`config.mk`:
```
export PLATFORM = sky130hd
export DESIGN_NAME = rp8_bd_arb
export DESIGN_NICKNAME = d
export VERILOG_FILES = /design/src/rtl/rp8_bd_arb.sv
export SDC_FILE = /design/constraint.sdc
export NUM_CORES = 1
export LEC_CHECK = 0
export CORE_ASPECT_RATIO = 1.25
export CORE_UTILIZATION = 55
export CTS_CLUSTER_SIZE = 12
export DETAILED_ROUTE_END_ITERATION = 8
export DONT_BUFFER_PORTS = 1
export PLACE_DENSITY = 0.71
export SLEW_MARGIN = 20
export SYNTH_ARGS = -nofsm -noshare
export SYNTH_HDL_FRONTEND = slang
export SYNTH_SLANG_ARGS = --single-unit
```
`constraint.sdc`:
```
create_clock -name clk -period 3.2 [get_ports clk]
set_input_delay 0.96 -clock clk [delete_from_list [all_inputs] [get_ports clk]]
set_output_delay 0.96 -clock clk [all_outputs]
set_load 0.1 [all_outputs]
```
`src/rtl/rp8_bd_arb.sv`:
```
// rtl/rp8_bd_arb.sv - two-port data RAM arbiter for the rp8 core and a secondary master
//
// Port 0 (core) has fixed priority. Port 1 (DMA/debug) is guaranteed progress by a
// starvation counter: after STV consecutive denials it wins the next cycle.
// Optional build macro RP8_BD_ARB_RR_EN swaps the starvation counter for plain
// round-robin arbitration between the two ports (STV then has no effect).
// Read data comes back one cycle after the grant, steered to the issuing port.

module rp8_bd_arb #(
  parameter int DAW = 13,
  parameter int IDW = 6,
  parameter int STV = 4
) (
  input  logic           clk,
  input  logic           rst,

  input  logic           p0_req,
  input  logic           p0_wen,
  input  logic [DAW-1:0] p0_adr,
  input  logic [IDW-1:0] p0_wid,
  input  logic [7:0]     p0_wdt,
  output logic           p0_ack,
  output logic [7:0]     p0_rdt,
  output logic [IDW-1:0] p0_rid,
  output logic           p0_ren,

  input  logic           p1_req,
  input  logic           p1_wen,
  input  logic [DAW-1:0] p1_adr,
  input  logic [IDW-1:0] p1_wid,
  input  logic [7:0]     p1_wdt,
  output logic           p1_ack,
  output logic [7:0]     p1_rdt,
  output logic [IDW-1:0] p1_rid,
  output logic           p1_ren,

  output logic           mem_ena,
  output logic           mem_wen,
  output logic [DAW-1:0] mem_adr,
  output logic [7:0]     mem_wdt,
  input  logic [7:0]     mem_rdt
);

  logic w_sel0;
  logic w_sel1;

`ifdef RP8_BD_ARB_RR_EN
  // 1 = port 1 won the most recent grant, so port 0 is favoured next.
  logic r_last;

  // Round-robin grant: on contention the port that did not win last goes first.
  always_comb begin
    w_sel1 = p1_req & (~p0_req | ~r_last);
    w_sel0 = p0_req & ~w_sel1;
  end

  // Remember the winner of every granted cycle.
  always_ff @(posedge clk) begin
    if (rst) begin
      r_last <= 1'b1;
    end else if (w_sel0 | w_sel1) begin
      r_last <= w_sel1;
    end
  end
`else
  localparam logic [7:0] STV_C = 8'(STV);

  // Consecutive cycles port 1 has been requesting but denied.
  logic [7:0] r_stv_cnt;

  // Fixed priority grant with port 1 forced once it has waited STV cycles.
  always_comb begin
    w_sel1 = p1_req & ((r_stv_cnt == STV_C) | ~p0_req);
    w_sel0 = p0_req & ~w_sel1;
  end

  // Count port-1 denials, saturating; any port-1 grant or idle port 1 clears it.
  always_ff @(posedge clk) begin
    if (rst) begin
      r_stv_cnt <= 8'd0;
    end else if (~p1_req | w_sel1) begin
      r_stv_cnt <= 8'd0;
    end else if (r_stv_cnt != STV_C) begin
      r_stv_cnt <= r_stv_cnt + 8'd1;
    end
  end
`endif

  assign p0_ack  = w_sel0;
  assign p1_ack  = w_sel1;
  assign mem_ena = p0_req | p1_req;

  // RAM request mux; idle drives a harmless zero command.
  always_comb begin
    mem_wen = 1'b0;
    mem_adr = '0;
    mem_wdt = 8'd0;
    if (w_sel0) begin
      mem_wen = p0_wen;
      mem_adr = p0_adr;
      mem_wdt = p0_wdt;
    end else if (w_sel1) begin
      mem_wen = p1_wen;
      mem_adr = p1_adr;
      mem_wdt = p1_wdt;
    end
  end

  logic           r_p0_ren;
  logic           r_p1_ren;
  logic [IDW-1:0] r_p0_rid;
  logic [IDW-1:0] r_p1_rid;

  // Track granted reads so the RAM data next cycle is tagged and steered to the issuer.
  // The rid registers only change on a new read from their port, so they hold otherwise.
  always_ff @(posedge clk) begin
    if (rst) begin
      r_p0_ren <= 1'b0;
      r_p1_ren <= 1'b0;
      r_p0_rid <= '0;
      r_p1_rid <= '0;
    end else begin
      r_p0_ren <= w_sel0 & ~p0_wen;
      r_p1_ren <= w_sel1 & ~p1_wen;
      if (w_sel0 & ~p0_wen) begin
        r_p0_rid <= p0_wid;
      end
      if (w_sel1 & ~p1_wen) begin
        r_p1_rid <= p1_wid;
      end
    end
  end

  assign p0_ren = r_p0_ren;
  assign p1_ren = r_p1_ren;
  assign p0_rid = r_p0_rid;
  assign p1_rid = r_p1_rid;
  assign p0_rdt = mem_rdt;
  assign p1_rdt = mem_rdt;

endmodule

```
==> flow_results.org, run 1 <==
** Outcome
- Result of the run :: complete, no violations

** Flow run
- Max_cap viols :: 0

** Clock tree
- The longest clock path from root to sink contains 2 buffers.
- Clock-pin slew was measured on the worst setup and hold paths at 0.11 ns.
- CTS root buf :: sky130_fd_sc_hd__clkbuf_4
- Source-to-sink clock delay at the later pin of the worst-skew pair :: 0.32 ns
- Count of instances resized after the clock tree is built :: 0
- Buffers added to address setup during post-CTS repair amount to 0.
- Buffers inserted to repair hold after CTS numbered 0.
- Counting every sink on the clock net gives 22.
- TritonCTS built the clock tree.
- Number of buffers inserted during clock tree synthesis :: 3
- Maximum level of the CTS H-tree :: 1

** Power and ir drop
- Sequential cell fraction of total power :: between 30% and 40%
- Of the total power, the clock network draws approximately 23%.
- IR analysis of the VDD net gives a maximum drop of between 0.4 and 0.5 mV.
- In this run the power density over the cells is roughly 450 mW/mm².
- P_sw :: just under 400 µW
- Net switching is between 40% and 50% of the power.
- Internal power :: 542 µW
- The share of total power dissipated in combinational logic is about two fifths.
- Summed over all cells, the static leakage comes to roughly 0.00081 µW.

** STA
- Setup repair after global routing left no endpoint under its margin.
- Minimum clock period after layout :: 3.07 ns
- Post-route setup TNS :: 0 ns
- Final number of max-transition violations :: 0
- Slew HR :: about a third
- Final hold viol count :: 0
- For the pin with the worst max-slew slack, the measured transition is around 0.99 ns.
- For the final database, setup skew stands at 0.00701 ns.
- Part of the cycle the worst path needs :: a little over nine tenths
- Setup-failing EPs final :: 0
- Fmax achieved :: 0.325 GHz

** Logic synthesis
- After synthesis, the largest area contributor takes up a little under a third of total cell area.
- The largest total area in the synthesized netlist belongs to sky130_fd_sc_hd__dfxtp_1.
- After synthesis the netlist holds a flip-flop and latch count of 22.
- For this run, the register share of the synthesized area comes to 31.4%.
- A synthesized cell averages approximately 7.6 µm².
- During synthesis, Yosys emitted a total of 0 warnings.
- The cell count after synthesis came out at about 190.
- Synth top area cells :: sky130_fd_sc_hd__dfxtp_1, sky130_fd_sc_hd__nand2_1, sky130_fd_sc_hd__mux2i_1, sky130_fd_sc_hd__buf_4, sky130_fd_sc_hd__o21ai_0
- Synth Cell Area :: approximately 0.0014 mm²
- Synthesis produced a netlist with a net count of about 260.
- Counting distinct cell types in the post-synthesis netlist gives 23.

** Global route
- The initial antenna violation count came to 0.
- Vias in the first global route :: ~1.3k
- Maximum number of pins on one net before global-route repair :: 27
- Summed over all layers, the global routing overflow is 0.
- Global-route usage over all layers :: between 30 and 40%
- First-pass GRT wire length :: ~5.9 mm

** Detailed routing
- After detailed routing, the number of remaining DRC violations is 0.
- For this block, the initial DRC count from the detailed router was between 40 and 50.
- Total routed wirelength :: approximately 4.0 mm
- Overall via count from detail_route :: between 1k and 1.5k
- Wirelength per Cell :: roughly 18 µm
- Remaining antenna violation count after routing :: 0
- The first TritonRoute pass finished after 4 iterations.
- Ratio of routed vias to standard cells :: ~5.8

** Floorplan
- The initialized floorplan defines 20 standard-cell rows.
- approximately 120 I/O pins were placed.
- The initial utilization of the core area, before any placement, comes to a little under 60%.
- Measured along the y axis, the die boundary spans slightly below 60 µm.
- The die is approximately 47 µm wide.
- Die area :: 0.00276 mm²
- After floorplanning, the core was sized to cover ~0.0024 mm².

** Layout
- In the final layout, the share of cells above drive strength 1 is a little under a third.
- Design Area, Final :: 0.00208 mm²
- Non-filler instance count after layout :: around 220
- Number of nets in the finished design :: 260
- Diodes inserted :: 0
- Synth-to-Final Area Change :: 48.3%

** Critical path
- Worst Path Max Fanout :: 26
- Data on the critical path arrives at its endpoint at 2.11 ns.
- STA classifies the critical path endpoint as an output pin.
- Startpoint-to-endpoint class of the critical path :: reg -> out
- The worst setup path is launched from a flip-flop.
- For the worst setup path, the data required time is roughly 2.2 ns.

** Place
- Port buffering added 0 buffers.
- Number of instances in the placed design :: ~220
- Post-detailed-placement half-perimeter wirelength :: about 3.3 mm
- In this run the cell area measured after placement is ~0.002 mm².
- RePlAce Congestion :: roughly 0.77

** Min path
- The tightest min-delay check is of the reg -> reg type.
-- sequential cells by signal, summed over array words and instances (netlist names) --
signal / cells
p1_ren: 1
r_stv_cnt: 8
p1_rid: 6
p0_ren: 1
p0_rid: 6
-- stage by stage --
step / power [µW] / setup slack (ns) / utilization, % / hold WS [ns]
detailed placement: 734 / 0.159 / 83.6 / 0.485
floorplan: 722 / -0.127 / - / 0.448
global route: 961 / 0.0283 / 85.8 / 0.537
finish: 938 / 0.127 / 85.8 / 0.515
global placement: 726 / 0.192 / 83.6 / 0.474
CTS: 941 / 0.112 / 85.8 / 0.516
-- final cells by class --
type | instances | area, µm²
Timing Repair Buffer | 27 | 515
Clock inverter | 1 | 30.0
Inverter | 3 | 13.8
Tap cell | 33 | 41.3
Fill cell | 143 | 345
Multi-Input combinational cell | 133 | 1020
Clock buffer | 3 | 22.5
Sequential cell | 22 | 440
-- worst paths after layout --
path / from / to / slack (ns) / depth (start not counted)
max: r_stv_cnt[0] / mem_wdt[7] / 0.13 / 8
min: r_stv_cnt[0] / r_stv_cnt[0] / 0.52 / 1
max reg2reg: r_stv_cnt[0] / p1_rid[2] / 1.12 / 7
min reg2reg: r_stv_cnt[0] / r_stv_cnt[0] / 0.52 / 1
-- cell usage after synthesis --
| library cell | count |
|---|---|
| sky130_fd_sc_hd__xor2_1 | 5 |
| sky130_fd_sc_hd__nor4bb_4 | 1 |
| sky130_fd_sc_hd__dfxtp_1 | 22 |
| sky130_fd_sc_hd__and3_1 | 3 |
| sky130_fd_sc_hd__clkbuf_1 | 5 |
| sky130_fd_sc_hd__a22o_2 | 1 |
| sky130_fd_sc_hd__mux2i_1 | 12 |
| sky130_fd_sc_hd__nor2_1 | 16 |
| sky130_fd_sc_hd__nand3_1 | 6 |
| sky130_fd_sc_hd__buf_2 | 4 |
| sky130_fd_sc_hd__a211oi_4 | 1 |
| sky130_fd_sc_hd__nor2b_1 | 1 |
| sky130_fd_sc_hd__nand2b_1 | 12 |
| sky130_fd_sc_hd__nand2_1 | 46 |
| sky130_fd_sc_hd__and2b_1 | 2 |
| sky130_fd_sc_hd__buf_4 | 16 |
| sky130_fd_sc_hd__buf_6 | 2 |
| sky130_fd_sc_hd__xnor2_1 | 1 |
| sky130_fd_sc_hd__o21ai_0 | 22 |
| sky130_fd_sc_hd__nor4b_4 | 1 |
| sky130_fd_sc_hd__or2_2 | 1 |
| sky130_fd_sc_hd__inv_1 | 3 |
| sky130_fd_sc_hd__ha_1 | 2 |
-- power by group through the flow --
| stage | logic (µW) | registers (µW) | clock network [µW] |
|---|---|---|---|
| after global placement | 381 | 344 | 0 |
| final | 388 | 339 | 212 |
| after CTS | 390 | 339 | 212 |
| after detailed placement | 389 | 345 | 0 |
| after global routing | 399 | 340 | 222 |
| after floorplan | 379 | 343 | 0 |
-- layout by cell type, fill, tap and decap left out, drive strengths merged --
cell type	n
or2	1
nor4bb	1
mux2i	12
nor2b	1
nor4b	1
and2b	2
nand2	46
clkbuf	3
inv	3
buf	27
ha	2
dfxtp	22
and3	3
nor2	16
xor2	5
xnor2	1
o21ai	22
nand2b	12
nand3	6
a22o	1
bufinv	1
a211oi	1
-- critical path: stages, from the launching register on --
cell                      delay [ns]
sky130_fd_sc_hd__dfxtp_1        0.38
sky130_fd_sc_hd__inv_1          0.09
sky130_fd_sc_hd__ha_1           0.14
sky130_fd_sc_hd__nor4b_4        0.35
sky130_fd_sc_hd__a22o_4         0.21
sky130_fd_sc_hd__buf_12         0.22
sky130_fd_sc_hd__nand2_1        0.13
sky130_fd_sc_hd__o21ai_4        0.09
sky130_fd_sc_hd__buf_12         0.19
-- routing by layer --
metal  global-route usage (%)  wire (µm)  vias to the layer above
met2                     56.9       2230                       79
met1                     28.7       1260                      599
met3                     5.21        349                       17
met5                        0          0                        -
li1                         -          -                      592
met4                     18.4        162                        0
-- logic make-up (layout without fill, tap and decap cells) --
| kind of cell | count (synthesis) | after routing | share of synthesized area, % |
|---|---|---|---|
| simple gates | 89 | 89 | 30.8 |
| fa+ha+maj | 2 | 2 | 1.78 |
| xor+xnor | 6 | 6 | 3.74 |
| flops | 22 | 22 | 31.4 |
| compound gates | 24 | 24 | 9.98 |
| buf+inv | 30 | 34 | 13.7 |
| mux | 12 | 12 | 8.56 |
No activity file was read; power rests on OpenSTA's default activity.
==> run 2, diff against run 1 <==
- CELL_PAD_IN_SITES_DETAIL_PLACEMENT: not set -> 1
- CELL_PAD_IN_SITES_GLOBAL_PLACEMENT: not set -> 1
- CORE_UTILIZATION: 55 -> 40
- PLACE_DENSITY: 0.71 -> 0.79
- clock period: 3.2 -> 3.46 ns (I/O delays scaled with it)
==> run 2 against run 1 <==
Clock skew is 0.0037 ns lower. Clock power is 13% higher. Design area is 1.5% higher. Combinational power is 7.2% lower. Critical endpoint is now mem_adr[6].
==> flow_results.org, run 2 (synthesis gave the netlist of run 1 again) <==
** Critical path
- The kind of end point of the critical path was an output pin (unchanged).
- The gate family responsible for the most delay along the worst path is simple AND/OR/NAND/NOR gates (was buffers and inverters).
- Library cell contributing the largest single delay on the critical path :: sky130_fd_sc_hd__nor4bb_4 (was sky130_fd_sc_hd__dfxtp_1)
- Delay of the slowest cell on the worst path :: 0.37 ns (was 0.38 ns)
- Worst EP arrival :: 2.31 ns (was 2.11 ns)
- The data required time at the worst endpoint is 2.42 ns (was 2.24 ns).
- CP cell instances: nor4bb_4 > a22o_4 > buf_12 > nand2_1 > o21ai_4 > buf_12 (was inv_1 > ha_1 > nor4b_4 > a22o_4 > buf_12 > nand2_1 > o21ai_4 > buf_12).
- The critical path startpoint category is an input port (was flip-flop).
- The cell seen most often among critical-path stages was sky130_fd_sc_hd__buf_12 (unchanged).
- The sum of buffers and inverters on the critical path came to 2 (was 3).
- Worst Path Max Fanout :: 27 (was 26)
- Startpoint-to-endpoint class of the critical path :: in -> out (was reg -> out)

** Detailed routing
- Wirelength per Cell :: 19.7 µm (was 18.0 µm)
- The number of optimization iterations in the first detailed-route pass came to 3 (was 4).
- The DRC violation count after routing came to 0 (unchanged).
- The antenna violation net count after detailed routing came to 0 (unchanged).
- Ratio of routed vias to standard cells :: 5.57 (was 5.80)
- The detailed-route wire length is 4.52 mm (was 4.00 mm).
- The count of vias placed by the detailed router is 1276 (was 1287).
- Number of design-rule violations left by the first detailed-router iteration :: 24 (was 42)

** STA
- Setup repair after global routing missed its margin: false (unchanged).
- Final hold viol count :: 0 (unchanged)
- The final worst-path setup slack was 0.114 ns (was 0.127 ns).
- The worst slack on hold paths came to 0.519 ns (was 0.515 ns).
- The count of final setup violators is 0 (unchanged).
- The setup skew after layout was 0.00330 ns (was 0.00701 ns).
- The worst-margin pin slew came to 0.988 ns (about the same).
- Derived from the worst setup path, the maximum achievable clock frequency is around 0.3 GHz.
- The worst max-slew margin expressed relative to the limit is 34.1% (was 34.0%).
- Minimum clock period after layout :: about 3.3 ns
- The max-slew violation count came to 0 (unchanged).
- Part of the cycle the worst path needs :: 96.7%

** Global route
- The total global-route track usage came to 24.7% (was 30.4%).
- Vias in the first global route :: 1378 (was 1322)
- The initial antenna violation count was 0 (unchanged).
- First-pass GRT wire length :: 6.50 mm (was 5.93 mm)
- The pin count of the biggest net entering global routing was 28 (was 27).
- The global-route congestion overflow total came to 0 (unchanged).

** Power and ir drop
- Max VDD drop :: 0.297 mV (was 0.484 mV)
- The power per cell area was 432 mW/mm² (was 451 mW/mm²).
- The static leakage came to 0.000824 µW (was 0.000807 µW).
- Pwr Total :: 912 µW (was 938 µW)

** Place
- The port buffer count was 0 (unchanged).
- Post-detailed-placement half-perimeter wirelength :: 3.60 mm (was 3.25 mm)
- Number of instances in the placed design :: 225 (was 218)
- The routability congestion estimate was 0.764 (was 0.766).
- Pre-CTS setup slack :: 0.103 ns (was 0.159 ns)

** Clock tree
- CTS Hold Bufs :: 0 (unchanged)
- The number of cells upsized or downsized after cts was 0 (unchanged).
- CTS root buf :: sky130_fd_sc_hd__clkbuf_8 (was sky130_fd_sc_hd__clkbuf_4)
- The maximum buffer depth of the clock tree was 2 (unchanged).
- The clock transition at the registers of the reported paths came to 0.08 ns (was 0.11 ns).
- Clock tree from TritonCTS :: done (unchanged)
- The CTS sink count was 22 (unchanged).
- The number of buffers created by CTS is 3 (unchanged).
- The post-CTS setup-driven buffer insertion count is 0 (unchanged).
- Source-to-sink clock delay at the later pin of the worst-skew pair :: 0.27 ns (was 0.32 ns)
- The deepest level of the CTS H-tree came to 1 (unchanged).

** Floorplan
- The die footprint came to 0.00375 mm² (was 0.00276 mm²).
- The horizontal extent of the die is 55.0 µm (was 47.2 µm).
- Number of cell rows :: 23 (was 20)
- The effective utilization at floorplan came to 42.8% (was 57.8%).
- The top-level I/O count was 123 (unchanged).
- The die outline height came to 68.2 µm (was 58.5 µm).
- The core area came to 0.00328 mm² (was 0.00243 mm²).

** Layout
- The number of cells in the finished layout apart from fillers was 229 (was 222).
- The layout-stage area growth over the synthesis result was 50.5% (was 48.3%).
- Diodes inserted :: 0 (unchanged)
- The largest register by flop count is r_stv_cnt (unchanged).
- The number of flip-flops in the largest register is 8 (unchanged).
- Share of cells above drive strength 1 :: 32.3% (was 31.7%)
- The most common cell after layout, fill and taps aside is sky130_fd_sc_hd__nand2_1 (unchanged).
- Commonest non-fill, non-tap cells in the layout: sky130_fd_sc_hd__nand2_1, sky130_fd_sc_hd__buf_12, sky130_fd_sc_hd__dfxtp_1 (unchanged).
- Number of nets in the finished design :: 263 (was 260)

** Flow run
- Max_cap viols :: 0 (unchanged)

** Min path
- Worst min-delay path class :: reg -> reg (unchanged)

** Outcome
- Result of the run: complete, no violations (unchanged).
[run 2: worst register-to-register path, delay by kind of cell, from the launching register on]
family,cells,cell delay [ns]
and+or+nand+nor,2,0.74
DFF,1,0.36
AOI/OAI and AO/OA,1,0.26
muxes,1,0.23
adders and majority gates,1,0.18
buffers and inverters,1,0.09
[run 2: where the power goes]
part | leakage, µW | internal, µW | switching, µW
clock | 0.0000357 | 155 | 84.3
combinational | 0.000610 | 123 | 237
sequential | 0.000179 | 260 | 53.0
[run 2: layout make-up]
cell class              instances  area (µm²)
clock inverters                 1        30.0
inverters                       3        11.3
repair buffers                 30         526
fillers                       366        1170
well taps                      37        46.3
clock buffers                   3        41.3
multi-input cells             133        1020
flip-flops and latches         22         440
[run 2: per-stage QoR]
| stage | area (µm²) | TNS, ns | utilization (%) |
|---|---|---|---|
| 2_1_floorplan | 1650 | -1.28 | - |
| 3_3_place_gp | 2040 | 0 | 62.2 |
| 3_5_place_dp | 2040 | 0 | 62.2 |
| 4_1_cts | 2110 | 0 | 64.4 |
| 5_1_grt | 2110 | 0 | 64.4 |
| 6_report | 2110 | 0 | 64.4 |
[run 2: final timing paths]
check,from,to,slack (ns),cells after the start
setup / recovery,p1_req,mem_adr[6],0.11,6
hold / removal,r_stv_cnt[0],r_stv_cnt[0],0.52,1
setup reg to reg,r_stv_cnt[0],p1_rid[5],1.51,6
hold reg to reg,r_stv_cnt[0],r_stv_cnt[0],0.52,1
[run 2: layer usage]
metal  share of wire [%]  wire length (µm)  vias to the layer above  track usage [%]
li1                    -                 -                      595                -
met1                  32              1440                      608             21.4
met2                  57              2600                       63             50.3
met3                 8.8               400                       10             6.89
met4                 2.0                90                        0             9.06
met5                   0                 0                        -                0
==> run 3, diff against run 2 <==
- REMOVE_ABC_BUFFERS: not set -> 1
- TNS_END_PERCENT: not set -> 20
==> run 3 against run 2 <==
Fmax is 1.4% higher. Clock skew up 0.0016 ns. Sequential share of layout area up 3.9 points. Highest routed layer unchanged. Global-route usage shrank 3.7 points. Routed wire length shrank 11%. Design area is 16% lower. Total power fell by 6.5%. Via count shrank 2.5%. Clock power about the same.
==> flow_results.org, run 3 (synthesis gave the netlist of run 1 again) <==
** Clock tree
- The TritonCTS clock tree is done (unchanged).
- Deepest clock path buffer count :: 2 (unchanged)
- The hold buffer count at cts came to 0 (unchanged).
- The number of cells upsized or downsized after cts came to 0 (unchanged).
- Clock transition at the registers of the reported paths :: 0.08 ns (about the same)
- The library cell used as clock root buffer is sky130_fd_sc_hd__clkbuf_8 (unchanged).
- The deepest level of the CTS H-tree came to 1 (unchanged).
- The CTS sink count is 22 (unchanged).
- The number of buffers created by CTS was 3 (unchanged).
- The post-CTS setup-driven buffer insertion count was 0 (unchanged).
- Source-to-sink clock delay at the later pin of the worst-skew pair :: 0.27 ns (about the same)

** Detailed routing
- Wirelength per Cell :: 17.8 µm (was 19.7 µm)
- The number of optimization iterations in the first detailed-route pass was 2 (was 3).
- Remaining antenna violation count after routing :: 0 (unchanged)
- The initial detailed-routing violation count was 25 (was 24).
- The vias per cell is 5.50 (was 5.57).
- Total routed wirelength :: 4.03 mm (was 4.52 mm)
- DRC errors left :: 0 (unchanged)
- The count of vias placed by the detailed router was 1244 (was 1276).

** Power and ir drop
- The share of total power consumed by net switching came to 41.5% (was 41.0%).
- Total power density per cell area :: 479 mW/mm² (was 432 mW/mm²)
- Sequential cell fraction of total power :: 36.7% (was 34.3%)
- The overall power after layout is 852 µW (was 912 µW).
- The internal power is 499 µW (was 538 µW).
- Clk pwr share :: 28.2% (was 26.2%)
- P_sw :: 354 µW (was 374 µW)
- The part of the total power dissipated in combinational logic is 35.0% (was 39.5%).
- The static leakage is 0.000735 µW (was 0.000824 µW).
- Max VDD drop :: 0.378 mV (was 0.297 mV)

** Layout
- Footprint of the flip-flops and latches :: 440 µm² (unchanged)
- Multi-input gate area :: 856 µm² (was 0.00102 mm²)
- The fraction of final layout cells with drive strength greater than 1 is 31.2% (was 32.3%).
- The number of flip-flops in the largest register is 8 (unchanged).
- Commonest non-fill, non-tap cells in the layout :: sky130_fd_sc_hd__nand2_1, sky130_fd_sc_hd__o21ai_2, sky130_fd_sc_hd__dfxtp_1 (was sky130_fd_sc_hd__nand2_1, sky130_fd_sc_hd__buf_12, sky130_fd_sc_hd__dfxtp_1)
- The count of inserted antenna diode cells was 0 (unchanged).
- The largest register by flop count is r_stv_cnt (unchanged).
- Synth-to-Final Area Change :: 26.6% (was 50.5%)
- Number of nets in the finished design :: 260 (was 263)
- Most common cell after layout, fill and taps aside :: sky130_fd_sc_hd__nand2_1 (unchanged)
- Utilization of the core after routing :: 54.2% (was 64.4%)
- The count of fill cells added during filler insertion was 394 (was 366).

** STA
- Setup repair after global routing missed its margin :: false (unchanged)
- The max-slew violation count was 0 (unchanged).
- The final critical-path required period is 3.30 ns (was 3.35 ns).
- The worst-margin pin slew is 0.990 ns (was 0.988 ns).
- The count of final setup violators came to 0 (unchanged).
- The worst max-slew margin expressed relative to the limit came to 33.9% (was 34.1%).
- The maximum achievable frequency came to 0.303 GHz (was 0.299 GHz).
- Clock Skews :: 0.00487 ns (was 0.00330 ns)
- The final hold violation count is 0 (unchanged).
- The final period utilization was 95.4% (was 96.7%).

** Critical path
- Worst reg2reg startpoint :: r_stv_cnt[0] (unchanged)
- Worst Setup SP :: p1_req (unchanged)
- Worst Path Max Fanout :: 42 (was 27)
- The critical path startpoint category is an input port (unchanged).
- Flop2flop setup slack :: 1.28 ns (was 1.51 ns)
- Delay of the slowest cell on the worst path :: 0.30 ns (was 0.37 ns)
- The endpoint of the worst register-to-register path was p1_rid[1] (was p1_rid[5]).
- The master of the slowest instance on the critical path is sky130_fd_sc_hd__buf_4 (was sky130_fd_sc_hd__nor4bb_4).
- The kind of end point of the critical path was an output pin (unchanged).
- Worst EP arrival :: 2.26 ns (was 2.31 ns)
- CP cell instances :: nor4bb_4 > a22o_2 > buf_12 > nand2_1 > o21ai_2 > buf_4 (was nor4bb_4 > a22o_4 > buf_12 > nand2_1 > o21ai_4 > buf_12)
- The data required time at the worst endpoint came to 2.42 ns (about the same).
- The critical path class is in -> out (unchanged).
- The number of cell instances on the worst register-to-register path is 7 (was 6).

** Global route
- The number of global-route vias before repair is 1245 (was 1378).
- The total global-route track usage came to 21.0% (was 24.7%).
- Number of antenna violations at the first check in global routing :: 0 (unchanged)
- Remaining global-route overflow :: 0 (unchanged)
- Maximum number of pins on one net before global-route repair :: 43 (was 28)
- The first-pass GRT wire length was 5.58 mm (was 6.50 mm).

** Min path
- Worst min-delay path class :: reg -> reg (unchanged)
- The destination of the worst hold path was r_stv_cnt[0] (unchanged).
- Origin of the worst min-delay path :: r_stv_cnt[0] (unchanged)
- The hold-critical path depth came to 1 (unchanged).

** Floorplan
- Area of the core :: 0.00328 mm² (unchanged)
- Die area :: 0.00375 mm² (unchanged)
- The number of standard-cell rows in the floorplan came to 23 (unchanged).
- Die outline width :: 55.0 µm (unchanged)
- The effective utilization at floorplan is 42.8% (unchanged).
- Number of top-level pins :: 123 (unchanged)
- Die H :: 68.2 µm (unchanged)

** Place
- The port buffer count is 0 (unchanged).
- The routability congestion estimate is 0.713 (was 0.764).
- The post-DP HPWL is 3.29 mm (was 3.60 mm).

** Outcome
- Result of the run: complete, no violations (unchanged).

** Flow run
- The number of violations of the max-capacitance limit came to 0 (unchanged).
-- run 3: changes by cell type in the layout (fill, tap and decap cells not counted), sizes merged --
cell  delta
buf      -3
-- run 3: per-stage QoR --
stage / cells / area (µm²) / setup WS (ns) / TNS (ns) / hold WS (ns)
final: 226 / 1780 / 0.161 / 0 / 0.517
after global routing: 226 / 1780 / 0.0627 / 0 / 0.557
after CTS: 226 / 1780 / 0.146 / 0 / 0.528
after detailed placement: 222 / 1710 / 0.150 / 0 / 0.517
after global placement: 222 / 1710 / 0.219 / 0 / 0.470
after floorplan: 158 / 1220 / -1.63 / -36.61 / 0.448
-- run 3: area by class of cell --
class                           instances  share of cell area, %
Inverter                                3                  0.633
Tap cell                               37                   2.60
Sequential cell                        22                   24.8
Clock inverter                          1                   1.69
Clock buffer                            3                   2.32
Multi-Input combinational cell        133                   48.1
Timing Repair Buffer                   27                   19.8
-- run 3: critical path: cells and delay by family --
kind            cells  cell delay (ns)
simple gates        2             0.38
buf+inv             2             0.54
compound gates      2             0.29
-- run 3: worst max-delay path by stage --
| stage | cells after the start | slack (ns) | to |
|---|---|---|---|
| global placement | 6 | 0.22 | mem_wdt[5] |
| floorplan | 3 | -1.63 | mem_adr[0] |
| detailed placement | 6 | 0.15 | mem_adr[12] |
| finish | 6 | 0.16 | mem_wen |
| CTS | 6 | 0.15 | mem_adr[12] |
| global route | 6 | 0.06 | mem_adr[5] |
-- run 3: power groups by stage --
stage | clock network (µW) | logic (µW) | registers (µW)
after floorplan | 0 | 206 | 317
after detailed placement | 0 | 301 | 319
after global routing | 249 | 311 | 314
final | 241 | 299 | 313
after CTS | 244 | 301 | 313
after global placement | 0 | 294 | 319
-- run 3: per-layer routing --
layer | GRT usage (%) | up-vias | routed length [µm] | part of all wire (%)
met3 | 11.1 | 7 | 626 | 16
li1 | - | 593 | - | -
met2 | 38.0 | 95 | 2030 | 50
met1 | 18.5 | 549 | 1290 | 32
met4 | 9.69 | 0 | 81 | 2.0
met5 | 0 | - | 0 | 0
